## config.mk

```make
export PLATFORM = sky130hd
export DESIGN_NAME = pipe_stage_buf_flat
export DESIGN_NICKNAME = d
export VERILOG_FILES = /design/src/rtl/pipe_stage_buf_if.sv /design/src/rtl/pipe_stage_buf.sv /design/src/flat_wrapper.sv
export SDC_FILE = /design/constraint.sdc
export NUM_CORES = 1
export LEC_CHECK = 0
export CAP_MARGIN = 15
export CORE_ASPECT_RATIO = 2
export CORE_UTILIZATION = 53
export DETAILED_ROUTE_END_ITERATION = 10
export PLACE_DENSITY = 0.85
export SETUP_SLACK_MARGIN = 0.3
export SLEW_MARGIN = 10
export SYNTH_ARGS = -nofsm -noshare
export SYNTH_HDL_FRONTEND = slang
export SYNTH_SLANG_ARGS = --single-unit
```

## constraint.sdc

```tcl
create_clock -name clk -period 3.2 [get_ports clk]
set_input_delay 0.48 -clock clk [delete_from_list [all_inputs] [get_ports clk]]
set_output_delay 0.48 -clock clk [all_outputs]
set_load 0.01 [all_outputs]
```

## src/rtl/pipe_stage_buf_if.sv

```systemverilog
// pipe_stage_buf_if: upstream and downstream valid/ready bundle around one pipeline stage
interface pipe_stage_buf_if #(parameter int DATA_W = 128);
    logic              in_valid;
    logic              in_ready;
    logic [31:0]       in_pc;
    logic [DATA_W-1:0] in_data;
    logic              out_valid;
    logic              out_ready;
    logic [31:0]       out_pc;
    logic [DATA_W-1:0] out_data;
    modport master (output in_valid, in_pc, in_data, out_ready,
                    input  in_ready, out_valid, out_pc, out_data);
    modport slave  (input  in_valid, in_pc, in_data, out_ready,
                    output in_ready, out_valid, out_pc, out_data);
endinterface

```

## src/rtl/pipe_stage_buf.sv

```systemverilog
// pipe_stage_buf: PC + payload pipeline register with stall, flush, optional skid buffer and bubble counter
module pipe_stage_buf #(
    parameter int          DATA_W   = 128,
    parameter logic [31:0] PC_RESET = 32'h0000_3000,
    parameter bit          SKID     = 1'b1,
    parameter int          CNT_W    = 32
) (
    input  logic             clk,
    input  logic             reset,
    input  logic             flush,
    pipe_stage_buf_if.slave  bus,
    output logic [CNT_W-1:0] bubble_cnt
);
    logic              r_valid;
    logic [31:0]       r_pc;
    logic [DATA_W-1:0] r_data;
    logic [CNT_W-1:0]  r_cnt;

    assign bus.out_valid = r_valid;
    assign bus.out_pc    = r_pc;
    assign bus.out_data  = r_data;
    assign bubble_cnt    = r_cnt;

    generate
        if (SKID) begin : g_skid
            typedef enum logic [1:0] {EMPTY, ONE, FULL} state_t;
            state_t            r_state;
            logic              r_in_ready;
            logic [31:0]       r_s_pc;
            logic [DATA_W-1:0] r_s_data;
            // in_ready is a flop so no combinational path reaches upstream from out_ready
            assign bus.in_ready = r_in_ready;
            always_ff @(posedge clk) begin
                if (reset) begin
                    r_state    <= EMPTY;
                    r_valid    <= 1'b0;
                    r_in_ready <= 1'b1;
                    r_pc       <= PC_RESET;
                    r_data     <= '0;
                    r_s_pc     <= '0;
                    r_s_data   <= '0;
                end else if (flush) begin
                    r_state    <= EMPTY;
                    r_valid    <= 1'b0;
                    r_in_ready <= 1'b1;
                    r_data     <= '0;
                end else begin
                    case (r_state)
                        EMPTY: if (bus.in_valid) begin
                            r_state <= ONE;
                            r_valid <= 1'b1;
                            r_pc    <= bus.in_pc;
                            r_data  <= bus.in_data;
                        end
                        ONE: if (bus.in_valid && bus.out_ready) begin
                            r_pc   <= bus.in_pc;
                            r_data <= bus.in_data;
                        end else if (bus.in_valid) begin
                            r_state    <= FULL;
                            r_in_ready <= 1'b0;
                            r_s_pc     <= bus.in_pc;
                            r_s_data   <= bus.in_data;
                        end else if (bus.out_ready) begin
                            r_state <= EMPTY;
                            r_valid <= 1'b0;
                        end
                        FULL: if (bus.out_ready) begin
                            r_state    <= ONE;
                            r_in_ready <= 1'b1;
                            r_pc       <= r_s_pc;
                            r_data     <= r_s_data;
                        end
                        default: r_state <= EMPTY;
                    endcase
                end
            end
        end else begin : g_single
            logic w_in_ready;
            logic w_in_xfer;
            assign w_in_ready   = !r_valid || bus.out_ready;
            assign w_in_xfer    = bus.in_valid && w_in_ready;
            assign bus.in_ready = w_in_ready;
            always_ff @(posedge clk) begin
                if (reset) begin
                    r_valid <= 1'b0;
                    r_pc    <= PC_RESET;
                    r_data  <= '0;
                end else if (flush) begin
                    r_valid <= 1'b0;
                    r_data  <= '0;
                end else if (w_in_xfer) begin
                    r_valid <= 1'b1;
                    r_pc    <= bus.in_pc;
                    r_data  <= bus.in_data;
                end else if (bus.out_ready) begin
                    r_valid <= 1'b0;
                end
            end
        end
    endgenerate

    always_ff @(posedge clk) begin
        if (reset)
            r_cnt <= '0;
        else if (!r_valid && r_cnt != {CNT_W{1'b1}})
            r_cnt <= r_cnt + 1'b1;
    end
endmodule

```

## src/flat_wrapper.sv

```systemverilog
// flat-port wrapper written by rule: the top's interface ports become plain ports
module pipe_stage_buf_flat 
#(
    parameter int          DATA_W   = 128,
    parameter logic [31:0] PC_RESET = 32'h0000_3000,
    parameter bit          SKID     = 1'b1,
    parameter int          CNT_W    = 32
)
  (clk, reset, flush, bubble_cnt, bus_in_valid, bus_in_pc, bus_in_data, bus_out_ready, bus_in_ready, bus_out_valid, bus_out_pc, bus_out_data);
  pipe_stage_buf_if #(.DATA_W(DATA_W)) bus_i ();
  input  logic clk;
  input  logic reset;
  input  logic flush;
  output logic [CNT_W-1:0] bubble_cnt;
  input wire logic [$bits(bus_i.in_valid)-1:0] bus_in_valid;
  input wire logic [$bits(bus_i.in_pc)-1:0] bus_in_pc;
  input wire logic [$bits(bus_i.in_data)-1:0] bus_in_data;
  input wire logic [$bits(bus_i.out_ready)-1:0] bus_out_ready;
  output wire logic [$bits(bus_i.in_ready)-1:0] bus_in_ready;
  output wire logic [$bits(bus_i.out_valid)-1:0] bus_out_valid;
  output wire logic [$bits(bus_i.out_pc)-1:0] bus_out_pc;
  output wire logic [$bits(bus_i.out_data)-1:0] bus_out_data;
  assign bus_i.in_valid = bus_in_valid;
  assign bus_i.in_pc = bus_in_pc;
  assign bus_i.in_data = bus_in_data;
  assign bus_i.out_ready = bus_out_ready;
  assign bus_in_ready = bus_i.in_ready;
  assign bus_out_valid = bus_i.out_valid;
  assign bus_out_pc = bus_i.out_pc;
  assign bus_out_data = bus_i.out_data;
  pipe_stage_buf #(.DATA_W(DATA_W), .PC_RESET(PC_RESET), .SKID(SKID), .CNT_W(CNT_W)) u_core (.clk(clk), .reset(reset), .flush(flush), .bus(bus_i), .bubble_cnt(bubble_cnt));
endmodule
```

==> results.json <==
{
  "dieHeight_um": 234,
  "worst_ir_drop_vdd_mv": 0.524,
  "post-synth-top-area-cell": "dfxtp_1",
  "dp_slack_ns": 0.601,
  "endpoint_kind": "register",
  "synth_ff_type": "dfxtp_1",
  "critPathLaunchType": "register",
  "synth_edf_count": 0,
  "syn_inst": 1636,
  "initial_core_util_pct": 54.1,
  "cts_sinks": 356,
  "ys_seq_area_share_pct": 49.9,
  "cts_tree": "yes",
  "synth.avg_cell_area_um2": 8.72,
  "first_pass_iters": 5,
  "swShare_pct": 23.3,
  "clock_latency_ns": 0.57,
  "synthTopCellsByArea": "dfxtp_1 (50%), mux2i_1 (11%), nand2_1 (8.8%), a211oi_1 (8.4%), a21oi_1 (6.3%)",
  "grt_first_pass_wirelength_um": 61200,
  "nNetsFinal": 2078,
  "ys_warn_count": 0,
  "cp.required_ns": 3.66,
  "root_buffer": "clkbuf_16",
  "syn_nets": 1802,
  "ys_top_cells_by_count": "dfxtp_1 (356), nand2_1 (334), a21oi_1 (181), nor2_1 (181), mux2i_1 (160)",
  "slew-limit-headroom_pct": 34.0,
  "syn_to_final_growth_pct": 34.5,
  "cts_setup_buffers": 0,
  "netlist_area_mm2": 0.0143,
  "holdWs_ns": 0.307,
  "clk_pin_slew_ns": 0.07,
  "htreeDepth": 1,
  "final_max_slew_viol_count": 0,
  "overflow": 0,
  "gp_congestion": 0.827,
  "max_freq_mhz": 409,
  "dp_hpwl_um": 25900,
  "tns_ns": 0,
  "hold_violations": 0,
  "cap_violations": 0,
  "track_usage_pct": 27.2,
  "synth_cell_types": 54,
  "grt_pass1_vias": 12300,
  "ios": 359,
  "crit_type": "register to register",
  "synth_top_area_share_pct": 49.9,
  "clockPowerShare_pct": 41.5,
  "cpMostUsedCell": "and4_1",
  "critPathMaxStageDelay_ns": 0.51,
  "die_area_mm2": 0.0276,
  "fin_ws_ns": 0.757,
  "cp_top_family": "simple AND/OR/NAND/NOR gates",
  "design.core.area_mm2": 0.0264,
  "power_frac_seq_pct": 48.0,
  "layout_worst_path_cycle_share_pct": 76.3,
  "cpMaxStageDelayCell": "dfxtp_1",
  "rsz0062_at_grt": "false",
  "rows": 84,
  "drcViolationCount": 0,
  "ant_nets": 0,
  "setup_violations": 0,
  "outcome": "completed",
  "synth.most_common_cell": "dfxtp_1",
  "drt_iter0_drc": 702,
  "fin_area_mm2": 0.0192,
  "num_vias": 12700,
  "vias_per_cell": 5.56,
  "dpl_cell_area_mm2": 0.0181,
  "portBuffers": 358,
  "p_per_area_mw_per_mm2": 503,
  "ys_async_sr_fraction_pct": 0,
  "hold_path_class": "input pin to register",
  "die_x_um": 118,
  "clock_path_buffers": 3,
  "drive_gt1_share_pct": 4.85,
  "antenna_found_initial": 5,
  "cts_buffers": 31,
  "comb_power_share_pct": 10.5,
  "grt_max_degree": 120,
  "power_switching_mw": 2.25,
  "period_needed_ns": 2.44,
  "path_cells": "ha_1 > and4_1 > and4_1 > a31oi_1 > nand3_1 > mux2_2",
  "hold_buffers": 0,
  "finalWirelength_um": 39400,
  "power.leakage_nw": 7.67,
  "wl_per_cell_um": 17.2,
  "worstMarginPinSlew_ns": 0.981,
  "critPathMaxFanout": 8,
  "cp.arrival_ns": 2.90,
  "critPathBufInv": 0,
  "ys_seq_elements": 356,
  "fin_worst_skew_ns": 0.00912,
  "intPower_mw": 7.41,
  "post_cts_resized": 0
}
[cell usage in the layout (no fill, tap or decap), types with 11 or more instances in the layout]
| cell type | count |
|---|---|
| mux2i_1 | 160 |
| buf_12 | 14 |
| clkdlybuf4s50_1 | 357 |
| or3_1 | 12 |
| nand4_1 | 11 |
| o21ai_0 | 11 |
| a21oi_1 | 181 |
| nand3_1 | 11 |
| nand2_1 | 334 |
| dfxtp_1 | 356 |
| clkbuf_16 | 31 |
| a211oi_1 | 159 |
| nor2_1 | 181 |
[worst register-to-register path, delay by kind of cell (launching register included)]
kind / cells / cell delay, ns
AOI/OAI and AO/OA: 1 / 0.29
adders and majority gates: 1 / 0.31
DFF: 1 / 0.51
muxes: 1 / 0.34
and+or+nand+nor: 3 / 0.87
[layer usage]
layer / part of all wire (%) / up-vias / track usage [%]
li1: - / 6233 / -
met1: 36 / 5947 / 28.2
met2: 51 / 416 / 49.7
met3: 5.7 / 133 / 5.18
met4: 6.5 / 0 / 17.7
met5: 0 / - / 0
[registers in the layout, indices dropped and copies added, names as in the netlist]
| register | flops |
|---|---|
| u_core.bubble_cnt | 32 |
| u_core.bus.in_ready | 1 |
| u_core.bus.out_data | 128 |
| u_core.bus.out_pc | 32 |
| u_core.bus.out_valid | 1 |
| u_core.g_skid.r_s_data | 128 |
| u_core.g_skid.r_s_pc | 32 |
| u_core.g_skid.r_state | 2 |
[area by class of cell]
| class | count | area (um^2) |
|---|---|---|
| Sequential cell | 356 | 7130 |
| Timing Repair Buffer | 378 | 3910 |
| Antenna cell | 7 | 17.5 |
| Clock inverter | 17 | 223 |
| Inverter | 6 | 22.5 |
| Fill cell | 1920 | 7190 |
| Tap cell | 344 | 430 |
| Clock buffer | 41 | 873 |
| Multi-Input combinational cell | 1139 | 6590 |
[power by group through the flow]
stage / clock network, mW / logic (mW) / registers, mW
detailed placement: 0 / 1.01 / 4.74
global placement: 0 / 0.986 / 4.73
floorplan: 0 / 0.395 / 4.78
finish: 4.01 / 1.01 / 4.64
CTS: 4.06 / 1.01 / 4.64
global route: 4.22 / 1.09 / 4.65
[path summary, 6_finish.rpt]
| path | startpoint | to | slack, ns | cells after the start |
|---|---|---|---|---|
| worst min-delay path | reset | u_core.bubble_cnt[20] | 0.31 | 2 |
| worst max register to register | u_core.bubble_cnt[0] | u_core.bubble_cnt[10] | 0.76 | 6 |
| worst min register to register | u_core.g_skid.r_s_data[7] | u_core.g_skid.r_s_data[7] | 0.45 | 2 |
| worst max-delay path | u_core.bubble_cnt[0] | u_core.bubble_cnt[10] | 0.76 | 6 |
[kinds of logic after synthesis]
kind of cell	count (synthesis)	synth area share, %
buf+inv	141	4.17
fa+ha+maj	1	0.0877
simple gates	594	17.4
mux	162	11.4
compound gates	372	16.4
flops	356	49.9
xor+xnor	10	0.614
[stage by stage]
step / power [mW] / cells / util, %
floorplan: 5.17 / 1636 / -
global placement: 5.72 / 2223 / 68.5
detailed placement: 5.74 / 2223 / 68.5
CTS: 9.72 / 2281 / 72.7
global route: 9.97 / 2286 / 72.7
finish: 9.66 / 2288 / 72.7
(Power assumes the default switching activity.)
